==> config.mk <==
export PLATFORM = sky130hd
export DESIGN_NAME = uart_rx_frame_ctrl
export DESIGN_NICKNAME = d
export VERILOG_FILES = /design/src/rtl/uart_rx_frame_ctrl.sv
export SDC_FILE = /design/constraint.sdc
export NUM_CORES = 1
export LEC_CHECK = 0
export BUFFER_PORTS_ARGS = -buffer_cell sky130_fd_sc_hd__buf_2
export CAP_MARGIN = 40
export CORE_MARGIN = 1
export CORE_UTILIZATION = 40
export DETAILED_ROUTE_END_ITERATION = 12
export GPL_TIMING_DRIVEN = 0
export PLACE_DENSITY = 0.58
export SYNTH_ARGS = -nofsm -noshare
export SYNTH_HDL_FRONTEND = slang
export SYNTH_SLANG_ARGS = --single-unit
==> constraint.sdc <==
create_clock -name clk -period 3 [get_ports clk]
set_input_delay 0.15 -clock clk [delete_from_list [all_inputs] [get_ports clk]]
set_output_delay 0.15 -clock clk [all_outputs]
set_load 0.1 [all_outputs]
==> src/rtl/uart_rx_frame_ctrl.sv <==
// Receive-side frame parser: HEADER, LEN, payload, CHK into a buffer held until host release.
// Optional statistics counters enabled by defining UART_RX_FRAME_CTRL_STATS_EN.
module uart_rx_frame_ctrl #(
  parameter int          MAX_LEN = 32,
  parameter logic [7:0]  HEADER  = 8'hA5,
  parameter int          AW      = 5
) (
  input  logic          clk,
  input  logic          rst_n,
  input  logic [7:0]    rx_data,
  input  logic          rx_data_valid,
  output logic          rx_data_ready,
  input  logic          rx_frame_ack,
  output logic          frm_done,
  output logic [7:0]    frm_len,
  output logic          frm_err,
  output logic [1:0]    frm_err_code,
  input  logic [AW-1:0] frm_rd_addr,
  output logic [7:0]    frm_rd_data,
`ifdef UART_RX_FRAME_CTRL_STATS_EN
  output logic [15:0]   good_cnt,
  output logic [15:0]   err_cnt,
  input  logic          stats_clr,
`endif
  input  logic          frm_release
);

  typedef enum logic [2:0] {
    S_HUNT = 3'd0,
    S_LEN  = 3'd1,
    S_PAY  = 3'd2,
    S_CHK  = 3'd3,
    S_HOLD = 3'd4
  } state_t;

  localparam logic [7:0] MAX_LEN_B = 8'(MAX_LEN);
  localparam logic [AW:0] MAX_ADDR = (AW+1)'(MAX_LEN);

  state_t       state_r, state_s, state_nxt_s;
  logic [7:0]   acc_r, acc_s;
  logic [7:0]   len_r, len_s;
  logic [7:0]   idx_r, idx_s;
  logic         ready_r, done_r, err_r;
  logic [7:0]   frm_len_r, rd_data_r;
  logic [1:0]   code_r, code_s, code_fin_s;
  logic         xfer_s, done_s, err_s, err_fin_s, wr_en_s, ack_abort_s;
  logic [7:0]   mem_r [MAX_LEN];

  assign xfer_s = rx_data_valid && ready_r;

  // Byte-driven parser transitions; the idle ack is applied afterwards against the resulting state.
  always_comb begin
    state_s = state_r;
    acc_s   = acc_r;
    len_s   = len_r;
    idx_s   = idx_r;
    done_s  = 1'b0;
    err_s   = 1'b0;
    code_s  = 2'b00;
    wr_en_s = 1'b0;
    case (state_r)
      S_HUNT: begin
        if (xfer_s && (rx_data == HEADER)) begin
          state_s = S_LEN;
          acc_s   = 8'd0;
        end else begin
          state_s = S_HUNT;
        end
      end
      S_LEN: begin
        if (xfer_s) begin
          if ((rx_data == 8'd0) || (rx_data > MAX_LEN_B)) begin
            err_s   = 1'b1;
            code_s  = 2'b01;
            state_s = S_HUNT;
          end else begin
            len_s   = rx_data;
            acc_s   = rx_data;
            idx_s   = 8'd0;
            state_s = S_PAY;
          end
        end else begin
          state_s = S_LEN;
        end
      end
      S_PAY: begin
        if (xfer_s) begin
          wr_en_s = 1'b1;
          acc_s   = acc_r + rx_data;
          idx_s   = idx_r + 8'd1;
          if ((idx_r + 8'd1) == len_r) begin
            state_s = S_CHK;
          end else begin
            state_s = S_PAY;
          end
        end else begin
          state_s = S_PAY;
        end
      end
      S_CHK: begin
        if (xfer_s) begin
          if (rx_data == acc_r) begin
            done_s  = 1'b1;
            state_s = S_HOLD;
          end else begin
            err_s   = 1'b1;
            code_s  = 2'b10;
            state_s = S_HUNT;
          end
        end else begin
          state_s = S_CHK;
        end
      end
      S_HOLD: begin
        if (frm_release) begin
          state_s = S_HUNT;
        end else begin
          state_s = S_HOLD;
        end
      end
      default: begin
        state_s = S_HUNT;
      end
    endcase
  end

  // A frame still open after the byte is processed is aborted as truncated.
  assign ack_abort_s = rx_frame_ack &&
                       ((state_s == S_LEN) || (state_s == S_PAY) || (state_s == S_CHK));
  assign state_nxt_s = ack_abort_s ? S_HUNT : state_s;
  assign err_fin_s   = err_s || ack_abort_s;
  assign code_fin_s  = ack_abort_s ? 2'b11 : code_s;

  // Parser state, accumulator, counters and registered status outputs.
  always_ff @(posedge clk or negedge rst_n) begin
    if (!rst_n) begin
      state_r   <= S_HUNT;
      acc_r     <= 8'd0;
      len_r     <= 8'd0;
      idx_r     <= 8'd0;
      ready_r   <= 1'b0;
      done_r    <= 1'b0;
      err_r     <= 1'b0;
      code_r    <= 2'b00;
      frm_len_r <= 8'd0;
    end else begin
      state_r <= state_nxt_s;
      acc_r   <= acc_s;
      len_r   <= len_s;
      idx_r   <= idx_s;
      ready_r <= (state_nxt_s != S_HOLD);
      done_r  <= done_s;
      err_r   <= err_fin_s;
      if (err_fin_s) begin
        code_r <= code_fin_s;
      end
      if (done_s) begin
        frm_len_r <= len_r;
      end
    end
  end

  // Payload buffer write port; contents need no reset.
  always_ff @(posedge clk) begin
    if (wr_en_s) begin
      mem_r[idx_r[AW-1:0]] <= rx_data;
    end
  end

  // Registered read port; out-of-range addresses read as zero.
  always_ff @(posedge clk or negedge rst_n) begin
    if (!rst_n) begin
      rd_data_r <= 8'd0;
    end else if ({1'b0, frm_rd_addr} < MAX_ADDR) begin
      rd_data_r <= mem_r[frm_rd_addr];
    end else begin
      rd_data_r <= 8'd0;
    end
  end

  assign rx_data_ready = ready_r;
  assign frm_done      = done_r;
  assign frm_err       = err_r;
  assign frm_err_code  = code_r;
  assign frm_len       = frm_len_r;
  assign frm_rd_data   = rd_data_r;

`ifdef UART_RX_FRAME_CTRL_STATS_EN
  logic [15:0] good_cnt_r, err_cnt_r;

  // Saturating frame counters; clear has priority over increments.
  always_ff @(posedge clk or negedge rst_n) begin
    if (!rst_n) begin
      good_cnt_r <= 16'd0;
      err_cnt_r  <= 16'd0;
    end else if (stats_clr) begin
      good_cnt_r <= 16'd0;
      err_cnt_r  <= 16'd0;
    end else begin
      if (done_r && (good_cnt_r != 16'hFFFF)) begin
        good_cnt_r <= good_cnt_r + 16'd1;
      end
      if (err_r && (err_cnt_r != 16'hFFFF)) begin
        err_cnt_r <= err_cnt_r + 16'd1;
      end
    end
  end

  assign good_cnt = good_cnt_r;
  assign err_cnt  = err_cnt_r;
`endif

endmodule

==> flow_metrics.env <==
export IMPL_yosysSeqAreaShare_pct=71.1
export IMPL_mostFrequentLayoutCell="edfxtp_1"
export IMPL_die_area_um2=32000
export IMPL_netlist_top_cells_area="edfxtp_1 61%, mux4_2 14%, dfrtp_1 9.6%"
export IMPL_power_mw=8.72
export IMPL_rsz0062_at_grt="yes"
export IMPL_yosys_area_top_type_share_pct=61.5
export IMPL_grt_max_degree=41
export IMPL_maxSlewViolCount=0
export IMPL_postCtsSetupRepairBufs=0
export IMPL_die_h_um=179
export IMPL_cts_root_buf="clkbuf_16"
export IMPL_p_sw_share_pct=21.9
export IMPL_syn_mean_instance_area_um2=18.7
export IMPL_ant_nets=0
export IMPL_slew_limit_headroom_pct=41.6
export IMPL_grt_pass1_wl_um=40800
export IMPL_synthCells=670
export IMPL_power_switching_mw=1.91
export IMPL_holdPathStages=3
export IMPL_globalRouteTotalUtil_pct=17.3
export IMPL_worstSkewPairLatency_ps=560
export IMPL_finalInstanceArea_um2=14200
export IMPL_rows=64
export IMPL_setup_viol_count_final=0
export IMPL_n_antenna_cell=0
export IMPL_min_period_ps=3000
export IMPL_syn_nets=700
export IMPL_first_pass_iters=6
export IMPL_portBuffers=33
export IMPL_hpwl_um=17800
export IMPL_async_reset_ff_share_pct=15.8
export IMPL_cellLeakagePower_nw=4.78
export IMPL_status="finished clean"
export IMPL_fin_skew_ps=21.5
export IMPL_clk_pin_slew_ps=60
export IMPL_ys_ff_latch=304
export IMPL_path_class="reg -> reg"
export IMPL_htreeDepth=1
export IMPL_pwr_share_seq_pct=53.0
export IMPL_hp_class="in -> reg"
export IMPL_cts_made_buffers=30
export IMPL_layout_nets=774
export IMPL_gp_congestion=0.842
export IMPL_postPlaceCellArea_um2=13200
export IMPL_cp_start_kind="register"
export IMPL_syn_to_final_growth_pct=13.7
export IMPL_clock_path_buffers=3
export IMPL_clock_sinks=304
export IMPL_ys_warn_count=0
export IMPL_fin_ws_ps=3.81
export IMPL_grt_pass1_vias=6611
export IMPL_synth_area_um2=12500
export IMPL_vias_per_cell=5.55
export IMPL_synth_edf_count=256
export IMPL_holdWs_ps=62.0
export IMPL_final_cell_mix="256 x edfxtp_1, 80 x mux4_2, 48 x dfrtp_1, 47 x buf_2, 35 x nand2_1"
export IMPL_cts_tree="built"
export IMPL_via_count=6449
export IMPL_p_comb_share_pct=6.5
export IMPL_crit_fanout=10
export IMPL_p_int_mw=6.81
export IMPL_drive_above_1_share_pct=28.7
export IMPL_pre_cts_ws_ps=-58.1
export IMPL_grt_overflow_total=0
export IMPL_antenna_found_initial=0
export IMPL_initialDrtViolationCount=707
export IMPL_end_kind="register"
export IMPL_hold_violations=0
export IMPL_fin_crit_sh_pct=99.9
export IMPL_critPathRequiredTime_ps=3190
export IMPL_num_io_pins=39
export IMPL_tightest_slew_ps=876
export IMPL_crit_arrival_ps=3190
export IMPL_dieWidth_um=179
export IMPL_peakVddDrop_mv=0.427
export IMPL_ff2ff_path_depth=6
export IMPL_coreArea_um2=30700
export IMPL_routedWlPerCell_um=23.1
export IMPL_power_density_nw_per_um2=613
export IMPL_post_route_util_pct=46.4
export IMPL_clock_fmax_mhz=334
export IMPL_synth_top_area_cell="edfxtp_1"
export IMPL_initial_core_util_pct=40.8
export IMPL_p_clk_share_pct=40.5
export IMPL_maxCapViolCount=0
export IMPL_fillerInstances=2585
export IMPL_yosysUniqueCellTypes=61
export IMPL_routed_wl_um=26900
export IMPL_drc_errors=0
export IMPL_synth_top_flop_cell="edfxtp_1"
critical path: stages (launching register included):
cell and delay, ps:
dfrtp_1 360, and2_1 130, clkbuf_1 260, and3_1 230, clkbuf_1 390, nand2_1 490
nor2_1 780
state kept, by name, summed over array words and instances (netlist names):
register and cells:
state_r 3, mem_r 256, rx_data_ready 1, frm_err 1, len_r 8, acc_r 8, frm_err_code 2, frm_rd_data 8
frm_len 8, frm_done 1, idx_r 8
power by group through the flow:
stage / sequential [mW] / clock, mW / combinational, mW
after floorplan: 4.83 / 0 / 0.251
after global placement: 4.71 / 0 / 0.555
after detailed placement: 4.71 / 0 / 0.571
after CTS: 4.63 / 3.60 / 0.574
after global routing: 4.63 / 3.74 / 0.607
final: 4.63 / 3.53 / 0.566
layer usage:
metal	up-vias	track usage [%]	share of wire, %
met1	3331	25.2	45
met5	-	0	0
met3	40	2.76	6.1
met2	220	27.4	47
met4	0	4.27	2.1
li1	2858	-	-
kinds of logic after synthesis:
logic type | synth area share, %
flops | 71.1
simple gates | 5.59
mux | 16.8
compound gates | 2.96
buf+inv | 1.35
xor+xnor | 0.980
fa+ha+maj | 1.26
worst paths after layout:
kind | startpoint | slack [ps] | to
hold / removal | frm_release | 60 | rx_data_ready
setup reg to reg | rx_data_ready | 4 | mem_r[2][7]
hold reg to reg | frm_len[1] | 500 | frm_len[1]
setup / recovery | rx_data_ready | 4 | mem_r[2][7]
max in group asynchronous | rst_n | 2280 | acc_r[7]
min in group asynchronous | rst_n | 170 | frm_len[4]
cell usage after synthesis, types with 11 or more instances:
library cell  instances
mux4_2               80
clkbuf_1             17
dfrtp_1              48
ha_1                 11
nand2_1              35
o21ai_0              15
mux2_2               18
nand3_1              19
nor2_1               42
edfxtp_1            256
area by class of cell:
| class | instances | area [um2] | share of cell area (%) |
|---|---|---|---|
| buffer | 31 | 135 | 0.950 |
| clock buffer | 38 | 781 | 5.49 |
| clock inverter | 17 | 146 | 1.03 |
| inverter | 9 | 33.8 | 0.238 |
| multi-input combinational | 326 | 3500 | 24.6 |
| sequential | 304 | 8890 | 62.5 |
| tap | 396 | 495 | 3.48 |
| timing repair buffer | 42 | 241 | 1.70 |
repair_timing:
| item | CTS | global route |
|---|---|---|
| gates resized for setup | 1 | 19 |
| pin swaps | 0 | 0 |
| hold buffers | 2 | 0 |
| setup endpoints to repair | 6 | 237 |
| hold endpoints to repair | 31 | 0 |
through the flow:
stage | cells | setup TNS [ps]
CTS | 1162 | 0
global route | 1163 | -10170
floorplan | 670 | 0
global placement | 1099 | -3010
finish | 1163 | 0
detailed placement | 1105 | -107
No activity file was read; power rests on OpenSTA's default activity.
